===== config.mk =====
export PLATFORM = sky130hd
export DESIGN_NAME = control_sequencer
export DESIGN_NICKNAME = d
export VERILOG_FILES = /design/src/rtl/rv_ctrl_pkg.sv /design/src/rtl/opcode_class_decode.sv /design/src/rtl/control_sequencer.sv
export SDC_FILE = /design/constraint.sdc
export NUM_CORES = 1
export LEC_CHECK = 0
export CORE_ASPECT_RATIO = 0.6
export CORE_MARGIN = 3
export CORE_UTILIZATION = 51
export DETAILED_ROUTE_END_ITERATION = 10
export PLACE_DENSITY = 0.83
export SLEW_MARGIN = 20
export SYNTH_ARGS = -nofsm -noshare
export SYNTH_HDL_FRONTEND = slang
export SYNTH_SLANG_ARGS = --single-unit

===== constraint.sdc =====
create_clock -name clk -period 3.2 [get_ports clk]
set_input_delay 0.64 -clock clk [delete_from_list [all_inputs] [get_ports clk]]
set_output_delay 0.64 -clock clk [all_outputs]
set_load 0.01 [all_outputs]

===== src/rtl/rv_ctrl_pkg.sv =====
// ----------------------------------------------------------------------------
// rv_ctrl_pkg
// Shared definitions for the control sequencer: RV32 major-opcode constants,
// the active-low unit-enable encoding, the sequencer state enum and a small
// helper that turns a boolean request into an active-low enable level.
// ----------------------------------------------------------------------------
package rv_ctrl_pkg;

    localparam logic [6:0] OP_LUI     = 7'b0110111;
    localparam logic [6:0] OP_AUIPC   = 7'b0010111;
    localparam logic [6:0] OP_JAL     = 7'b1101111;
    localparam logic [6:0] OP_JALR    = 7'b1100111;
    localparam logic [6:0] OP_BRANCH  = 7'b1100011;
    localparam logic [6:0] OP_LOAD    = 7'b0000011;
    localparam logic [6:0] OP_STORE   = 7'b0100011;
    localparam logic [6:0] OP_ALU_IMM = 7'b0010011;
    localparam logic [6:0] OP_ALU_REG = 7'b0110011;
    localparam logic [6:0] OP_FENCE   = 7'b0001111;
    localparam logic [6:0] OP_SYS     = 7'b1110011;

    // Unit enables are active-low.
    localparam logic ENABLED  = 1'b0;
    localparam logic DISABLED = 1'b1;

    typedef enum logic [2:0] {
        IDLE,
        EXECUTE,
        MEM_WAIT,
        WRITEBACK,
        TRAP
    } state_t;

    function automatic logic enable_if(input logic cond);
        return cond ? ENABLED : DISABLED;
    endfunction

endpackage


===== src/rtl/opcode_class_decode.sv =====
// ----------------------------------------------------------------------------
// opcode_class_decode
// Purely combinational classification of an opcode.
// Ports:
//   opcode    in  OPCODE_LEN  opcode to classify
//   legal     out 1  opcode is one of the supported major opcodes
//   uses_alu  out 1  instruction needs the ALU in EXECUTE
//   is_branch out 1  conditional branch
//   is_load   out 1  memory load
//   is_store  out 1  memory store
//   writes_rd out 1  instruction writes the register array in WRITEBACK
// ----------------------------------------------------------------------------
module opcode_class_decode
    import rv_ctrl_pkg::*;
#(
    parameter int OPCODE_LEN = 7
) (
    input  logic [OPCODE_LEN-1:0] opcode,
    output logic                  legal,
    output logic                  uses_alu,
    output logic                  is_branch,
    output logic                  is_load,
    output logic                  is_store,
    output logic                  writes_rd
);

    always_comb begin
        // NOTE: every output gets a default before the case so no path can
        // leave one unassigned and infer a latch.
        legal     = 1'b1;
        uses_alu  = 1'b0;
        is_branch = 1'b0;
        is_load   = 1'b0;
        is_store  = 1'b0;
        writes_rd = 1'b0;
        case (opcode)
            OPCODE_LEN'(OP_LUI):     writes_rd = 1'b1;
            OPCODE_LEN'(OP_AUIPC):   begin uses_alu = 1'b1; writes_rd = 1'b1; end
            OPCODE_LEN'(OP_JAL):     begin uses_alu = 1'b1; writes_rd = 1'b1; end
            OPCODE_LEN'(OP_JALR):    begin uses_alu = 1'b1; writes_rd = 1'b1; end
            OPCODE_LEN'(OP_BRANCH):  begin uses_alu = 1'b1; is_branch = 1'b1; end
            OPCODE_LEN'(OP_LOAD):    begin uses_alu = 1'b1; is_load = 1'b1; writes_rd = 1'b1; end
            OPCODE_LEN'(OP_STORE):   begin uses_alu = 1'b1; is_store = 1'b1; end
            OPCODE_LEN'(OP_ALU_IMM): begin uses_alu = 1'b1; writes_rd = 1'b1; end
            OPCODE_LEN'(OP_ALU_REG): begin uses_alu = 1'b1; writes_rd = 1'b1; end
            OPCODE_LEN'(OP_FENCE):   ;
            OPCODE_LEN'(OP_SYS):     ;
            default:                 legal = 1'b0;
        endcase
    end

endmodule


===== src/rtl/control_sequencer.sv =====
// ----------------------------------------------------------------------------
// control_sequencer
// Moore sequencer that steps each accepted instruction through
// IDLE -> EXECUTE -> [MEM_WAIT] -> WRITEBACK, or into TRAP on an unknown
// opcode or a memory-ack timeout. All outputs are registered.
// Optional feature: define SEQ_PERF_COUNT_EN to build the retired-instruction
// counter; otherwise retired_count is tied to zero.
// Ports:
//   clk, rst_n              clock, asynchronous active-low reset
//   instr_valid/instr_ready instruction handshake (ready only in IDLE)
//   opcode                  opcode, captured on handshake
//   mem_ack                 load/store completion (only looked at in MEM_WAIT)
//   enable_*                active-low unit enables
//   busy                    not in IDLE
//   illegal, timeout        one-cycle trap-cause pulses
//   retired_count           instructions completed through WRITEBACK
// ----------------------------------------------------------------------------
module control_sequencer
    import rv_ctrl_pkg::*;
#(
    parameter int OPCODE_LEN = 7,
    parameter int MAX_WAIT   = 15
) (
    input  logic                  clk,
    input  logic                  rst_n,
    input  logic                  instr_valid,
    output logic                  instr_ready,
    input  logic [OPCODE_LEN-1:0] opcode,
    input  logic                  mem_ack,
    output logic                  enable_alu,
    output logic                  enable_branch,
    output logic                  enable_load,
    output logic                  enable_store,
    output logic                  enable_register_array,
    output logic                  enable_program_counter,
    output logic                  busy,
    output logic                  illegal,
    output logic                  timeout,
    output logic [31:0]           retired_count
);

    state_t                state;
    logic [OPCODE_LEN-1:0] op_q;
    logic [7:0]            wait_cnt;

    // In IDLE the incoming opcode is classified so EXECUTE's enables can be
    // registered on the handshake edge; afterwards only the captured copy is
    // used, so later changes on the opcode pins have no effect.
    logic [OPCODE_LEN-1:0] dec_op;
    logic legal, uses_alu, is_branch, is_load, is_store, writes_rd;

    assign dec_op = (state == IDLE) ? opcode : op_q;

    opcode_class_decode #(.OPCODE_LEN(OPCODE_LEN)) u_decode (
        .opcode    (dec_op),
        .legal     (legal),
        .uses_alu  (uses_alu),
        .is_branch (is_branch),
        .is_load   (is_load),
        .is_store  (is_store),
        .writes_rd (writes_rd)
    );

    // NOTE: sequential state uses non-blocking assignments only, so every
    // register sees the pre-edge values of the others.
    always_ff @(posedge clk or negedge rst_n) begin
        if (!rst_n) begin
            state                  <= IDLE;
            op_q                   <= '0;
            wait_cnt               <= '0;
            instr_ready            <= 1'b1;
            busy                   <= 1'b0;
            illegal                <= 1'b0;
            timeout                <= 1'b0;
            enable_alu             <= DISABLED;
            enable_branch          <= DISABLED;
            enable_load            <= DISABLED;
            enable_store           <= DISABLED;
            enable_register_array  <= DISABLED;
            enable_program_counter <= DISABLED;
        end else begin
            // Enables and pulses default off; each branch turns on only what
            // the state being entered needs.
            illegal                <= 1'b0;
            timeout                <= 1'b0;
            enable_alu             <= DISABLED;
            enable_branch          <= DISABLED;
            enable_load            <= DISABLED;
            enable_store           <= DISABLED;
            enable_register_array  <= DISABLED;
            enable_program_counter <= DISABLED;

            case (state)
                IDLE: begin
                    if (instr_valid && instr_ready) begin
                        op_q        <= opcode;
                        instr_ready <= 1'b0;
                        busy        <= 1'b1;
                        if (legal) begin
                            state         <= EXECUTE;
                            enable_alu    <= enable_if(uses_alu);
                            enable_branch <= enable_if(is_branch);
                        end else begin
                            state   <= TRAP;
                            illegal <= 1'b1;
                        end
                    end
                end

                EXECUTE: begin
                    if (is_load || is_store) begin
                        state        <= MEM_WAIT;
                        wait_cnt     <= '0;
                        enable_load  <= enable_if(is_load);
                        enable_store <= enable_if(is_store);
                    end else begin
                        state                  <= WRITEBACK;
                        enable_register_array  <= enable_if(writes_rd);
                        enable_program_counter <= ENABLED;
                    end
                end

                MEM_WAIT: begin
                    // Ack is checked first so it wins over the timeout limit.
                    if (mem_ack) begin
                        state                  <= WRITEBACK;
                        enable_register_array  <= enable_if(writes_rd);
                        enable_program_counter <= ENABLED;
                    end else if (wait_cnt == 8'(MAX_WAIT - 1)) begin
                        state   <= TRAP;
                        timeout <= 1'b1;
                    end else begin
                        wait_cnt     <= wait_cnt + 8'd1;
                        enable_load  <= enable_if(is_load);
                        enable_store <= enable_if(is_store);
                    end
                end

                WRITEBACK, TRAP: begin
                    state       <= IDLE;
                    instr_ready <= 1'b1;
                    busy        <= 1'b0;
                end

                default: begin
                    state       <= IDLE;
                    instr_ready <= 1'b1;
                    busy        <= 1'b0;
                end
            endcase
        end
    end

`ifdef SEQ_PERF_COUNT_EN
    logic [31:0] retired_q;

    // One retire per WRITEBACK cycle; wraps naturally at 2^32.
    always_ff @(posedge clk or negedge rst_n) begin
        if (!rst_n) begin
            retired_q <= '0;
        end else if (state == WRITEBACK) begin
            retired_q <= retired_q + 32'd1;
        end
    end

    assign retired_count = retired_q;
`else
    assign retired_count = '0;
`endif

endmodule


==> results of run 1 <==
## power breakdown
part	switching [uW]	internal, uW	total [uW]
combinational	39.7	17.6	57.3
clock	101	89.3	190
sequential	0	354	354
## synth_stat cells (3+ instances only)
master / count / area, um^2
a211oi_1: 5 / 37.5
a211oi_2: 3 / 37.5
a21oi_1: 5 / 25.0
buf_2: 4 / 20.0
buf_4: 32 / 240
dfrtp_1: 21 / 526
dfstp_2: 7 / 184
inv_1: 4 / 15.0
mux2_2: 8 / 90.1
mux2i_1: 4 / 40.0
nand2_1: 10 / 37.5
nand3_1: 4 / 20.0
nor2_1: 15 / 56.3
nor2b_1: 3 / 18.8
nor3_1: 10 / 50.1
o21ai_0: 4 / 20.0
o21ai_1: 4 / 20.0
o21bai_1: 3 / 22.5
or3_1: 4 / 25.0
xnor2_1: 4 / 35.0
## metrics by stage
step / power (uW) / cells
after floorplan: 418 / 221
after global placement: 416 / 250
after detailed placement: 417 / 250
after CTS: 611 / 254
after global routing: 629 / 254
final: 601 / 254
## registers in the layout, summed over array words and instances, names as in the netlist
register                cells
op_q                        7
wait_cnt                    8
enable_store                1
enable_register_array       1
illegal                     1
instr_ready                 1
busy                        1
enable_alu                  1
enable_load                 1
enable_program_counter      1
state                       3
enable_branch               1
timeout                     1
## per-layer routing
layer	up-vias	wire (um)
li1	646	-
met2	88	1500
met4	0	34
met5	-	0
met3	5	424
met1	647	1790
## worst paths after layout
| check | depth (start not counted) | endpoint | startpoint | slack [ps] |
|---|---|---|---|---|
| max | 5 | state[0] | state[0] | 720 |
| min | 1 | op_q[0] | op_q[0] | 550 |
| max reg2reg | 5 | state[0] | state[0] | 720 |
| min reg2reg | 1 | op_q[0] | op_q[0] | 550 |
| max in group asynchronous | 2 | enable_alu | rst_n | 2160 |
| min in group asynchronous | 2 | busy | rst_n | 720 |
## cell families after synthesis
| family | count (synthesis) | synth area share (%) |
|---|---|---|
| fa+ha+maj | 2 | 1.35 |
| other cells | 1 | 0.202 |
| compound gates | 37 | 15.9 |
| mux | 12 | 7.02 |
| simple gates | 61 | 18.2 |
| flops | 28 | 38.3 |
| buf+inv | 43 | 16.3 |
| xor+xnor | 6 | 2.84 |
## cell type report
type,instances,area [um^2]
clock buffer,4,45.0
fill,306,1360
inverter,4,15.0
multi-input combinational,150,958
sequential,28,709
tap,45,56.3
timing repair buffer,23,223
## cell usage in the layout (no fill, tap or decap), types with 2 or more instances in the layout
cell / netlist / routed
conb_1: 1 / 32
dfrtp_1: 21 / 21
clkdlybuf4s50_1: 0 / 20
nor2_1: 15 / 15
nand2_1: 10 / 10
nor3_1: 10 / 10
mux2_2: 8 / 8
dfstp_2: 7 / 7
a211oi_1: 5 / 5
a21oi_1: 5 / 5
or3_1: 4 / 4
mux2i_1: 4 / 4
o21ai_1: 4 / 4
nand3_1: 4 / 4
inv_1: 4 / 4
o21ai_0: 4 / 4
xnor2_1: 4 / 4
nor2b_1: 3 / 3
o21bai_1: 3 / 3
a211oi_2: 3 / 3
clkbuf_8: 0 / 3
buf_4: 32 / 3
xor2_1: 2 / 2
nand2b_1: 2 / 2
ha_1: 2 / 2
## worst max-delay path, cell delays in order (launching register included)
cell	delay, ps
dfrtp_1	520
nor3_2	670
mux2i_1	490
o211ai_1	170
a21boi_0	360
o21ai_0	140
==> metrics.txt, run 1 <==
Post-synth EDFFs=0; Die ar.=4420 um^2; Ys Warns=0; core area=3360 um^2; hold_buf cts=0; die height=52.7 um; initial antenna violation count=0; GRT Residual Overflow=0; Tot GR Track Use=18.4%; Synth Instances=190; Starting DRT DRC Count=182; HP Class=flip-flop to flip-flop; final core occ=59.7%; post-cts resize count=0; Cell variety after synth=52; Port Buffers=20; CTS tree=done; Slew @ Worst Pin=728 ps; Clock transition at path regs=90 ps; Mapped Area=1850 um^2; Fin. Hold Viols=0; Via density=5.46; Area growth syn-to-layout=8.30%; fin crit period=2480 ps; layer with the highest usage=met1; final weighted congestion in routability-driven placement=0.936; Clock Latency Late Sink=280 ps; Clock Path Buffers=2; Tcrit/Tclk final=77.5%; register area share after synthesis=38.3%; largest net degree at the start of global routing=29; n_diodes=0; total CTS buffers=3; setup repair bufs after CTS=0; worst vdd ir=0.234 mV; vias in the first global route=1252; f_max=0.403 GHz; Routed Antenna Nets=0; Arrival @ worst endpoint=2630 ps; Crit Path Category=flip-flop to flip-flop; vias=1386; row count=16; startpoint types=flip-flop; M3 GR Usage=7.54%; Final Max Slew Viols=0; Leak Pwr=0.000854 uW; Worst slew margin=51.2%; die width=83.8 um; DR pass1 iterations=5; status=finished clean; Yosys reg bits=28; DRC=0; Syn Area/Cell=9.75 um^2; placed instance area=1960 um^2; first-pass GRT wire length=6.35 mm; DR WL/cell=14.8 um; Detail Placement HPWL=3.01 mm; Final Skew=8.53 ps; Setup WS pre-CTS=503 ps; final wirelength=3.75 mm; number of top-level pins=53; Synth async-reset ratio=100%; starting density of the core=55.1%; setup TNS=0 ps; GR Layer Usage met2=24.5%; tightest hold margin=551 ps; fin worst setup slack=719 ps; met1 Use GR=27.4%; worst-path fanout max=12; Final Cell Area=2010 um^2; Post-synth top flop=dfrtp_1; WP data required=3350 ps; Worst Setup End Kind=flip-flop; unrepaired setup endpoints after global routing=no; Final Setup Violations=0; NumNets Final=223; Power Density=300 nW/um^2; Clock H-tree levels=1; clock root cell=clkbuf_8; Max Cap Viol=0; # clock sinks=28; layout cells sized above 1=15.3%
No activity file was read; power rests on OpenSTA's default activity.
==> run 2: changes to the inputs <==
--- a/config.mk
+++ b/config.mk
@@ -7,9 +7,9 @@
 export LEC_CHECK = 0
 export CORE_ASPECT_RATIO = 0.6
 export CORE_MARGIN = 3
-export CORE_UTILIZATION = 51
+export CORE_UTILIZATION = 43
 export DETAILED_ROUTE_END_ITERATION = 10
-export PLACE_DENSITY = 0.83
+export PLACE_DENSITY = 0.74
 export SLEW_MARGIN = 20
 export SYNTH_ARGS = -nofsm -noshare
 export SYNTH_HDL_FRONTEND = slang
==> constraint.sdc (replaced) <==
create_clock -name clk -period 2.05 [get_ports clk]
set_input_delay 0.41 -clock clk [delete_from_list [all_inputs] [get_ports clk]]
set_output_delay 0.41 -clock clk [all_outputs]
set_load 0.01 [all_outputs]
==> run 2 against run 1 <==
Critical path depth rose by 1. Clock skew fell by 3.3 ps. Global-route usage fell by 2.4 points. Flip-flop and latch count did not move.
==> metrics.txt, run 2 (synthesized netlist as in run 1, its figures left out) <==
layer with the highest usage=met1; core area=3890 um^2 (+16%); HP Class=primary input to async pin; most frequent cells in the layout=conb_1 (32), buf_4 (31), clkdlybuf4s50_1 (20); startpoint types=flip-flop; setup TNS=0 ps (unchanged); first-pass GRT wire length=6.47 mm (+1.8%); final weighted congestion in routability-driven placement=0.952 (+1.7%); Leak Pwr=0.00104 uW (+22%); Area growth syn-to-layout=26.5%; met1 Use GR=26.1% (-1.3 points); Top reg by flops=wait_cnt; Final Skew=5.21 ps (-3.32 ps); most common cell after layout, fill and taps aside=conb_1; Clock Path Buffers=2 (unchanged); starting density of the core=47.6% (-7.5 points); Tcrit/Tclk final=98.4% (+21 points); Power Density=467 nW/um^2 (+56%); fin crit period=2020 ps (-464 ps); GR Layer Usage met2=21.0% (-3.6 points); Max Cap Viol=0 (unchanged); Arrival @ worst endpoint=2200 ps (-430 ps); Clock H-tree levels=1 (unchanged); worst vdd ir=0.264 mV (+13%); # clock sinks=28 (unchanged); layout filler cell count=343 (+12%); Final Max Slew Viols=0 (unchanged); Register-to-Register Path Depth=6 (+1); Via density=4.84 (-11%); n_diodes=0 (unchanged); largest net degree at the start of global routing=29 (unchanged); Clock Latency Late Sink=280 ps (about the same); CTS tree=done; Worst Setup End Kind=flip-flop; Crit Path Category=flip-flop to flip-flop; GRT Residual Overflow=0 (unchanged); total CTS buffers=3 (unchanged); unrepaired setup endpoints after global routing=yes; initial antenna violation count=0 (unchanged); row count=17 (+1); Final Setup Violations=0 (unchanged); DR WL/cell=13.6 um (-7.7%); DR pass1 iterations=4 (-1); Routed Antenna Nets=0 (unchanged); Tot GR Track Use=15.9% (-2.4 points); vias=1437 (+3.7%); Largest register FFs=8 (unchanged); worst-path fanout max=6 (-6); final wirelength=4.05 mm (+7.9%); status=finished clean; M3 GR Usage=3.75% (-3.8 points); overall power=1090 uW (+82%); die width=90.8 um (+8.3%); clock root cell=clkbuf_8; vias in the first global route=1256 (+0.32%); Die ar.=5160 um^2 (+17%); largest registers=wait_cnt (8), op_q (7), state (3); WP data required=2230 ps (-1120 ps); Fin. Hold Viols=0 (unchanged); Port Buffers=20 (unchanged); DRC=0 (unchanged); NumNets Final=254 (+14%); layout cells sized above 1=30.8% (+16 points); f_max=0.496 GHz (+23%); Clock transition at path regs=100 ps (about the same); Detail Placement HPWL=3.23 mm (+7.4%); number of top-level pins=53 (unchanged); Starting DRT DRC Count=79 (-57%); die height=56.9 um (+7.9%)
-- run 2: path summary, 6_finish.rpt --
| check | slack [ps] | start | endpoint |
|---|---|---|---|
| max | 30 | state[0] | wait_cnt[5] |
| max reg2reg | 30 | state[0] | wait_cnt[5] |
| min in group clk | 540 | instr_ready | instr_ready |
| max in group asynchronous | 1260 | rst_n | enable_store |
| min | 490 | rst_n | op_q[3] |
| min reg2reg | 540 | instr_ready | instr_ready |
-- run 2: repair_timing --
item | in CTS | in global routing
endpoints found under the setup margin | 2 | 13
buffers inserted | 2 | 0
hold buffers | 0 | 0
resized for setup | 1 | 16
pin swaps | 1 | 5
-- run 2: critical path: stages (launching register included) --
cell and delay (ps):
dfrtp_2 450, buf_6 130, or4b_4 560, a31o_2 320, a211oi_4 250, xnor2_2 160, nor2_4 50
-- run 2: area by class of cell --
| cell class | instances | area, um^2 | area share, % |
|---|---|---|---|
| Multi-Input combinational cell | 150 | 1010 | 43.0 |
| Sequential cell | 28 | 712 | 30.4 |
| Timing Repair Buffer | 54 | 467 | 19.9 |
| Tap cell | 57 | 71.3 | 3.04 |
| Clock buffer | 3 | 41.3 | 1.76 |
| Clock inverter | 1 | 30.0 | 1.28 |
| Inverter | 4 | 15.0 | 0.640 |
-- run 2: stage by stage --
step           hold WS (ps)  area [um^2]  setup WS (ps)  cells  utilization, %
2_1_floorplan           114         1970           92.8    221               -
3_3_place_gp            516         2190           -211    291            56.4
3_5_place_dp            520         2190           -272    291            56.4
4_1_cts                 504         2280          -11.8    297            58.7
5_1_grt                 547         2340          -41.0    297            60.2
6_report                492         2340           32.5    297            60.2
-- run 2: layer usage --
layer	vias to the layer above	wire length [um]
li1	707	-
met1	665	2120
met2	61	1580
met3	4	332
met4	0	21
met5	-	0
-- run 2: power by group --
part / switching, uW / total, uW / internal [uW]
logic: 64.4 / 101 / 37.0
clock network: 179 / 441 / 262
registers: 0 / 553 / 553
total: 243 / 1090 / 851
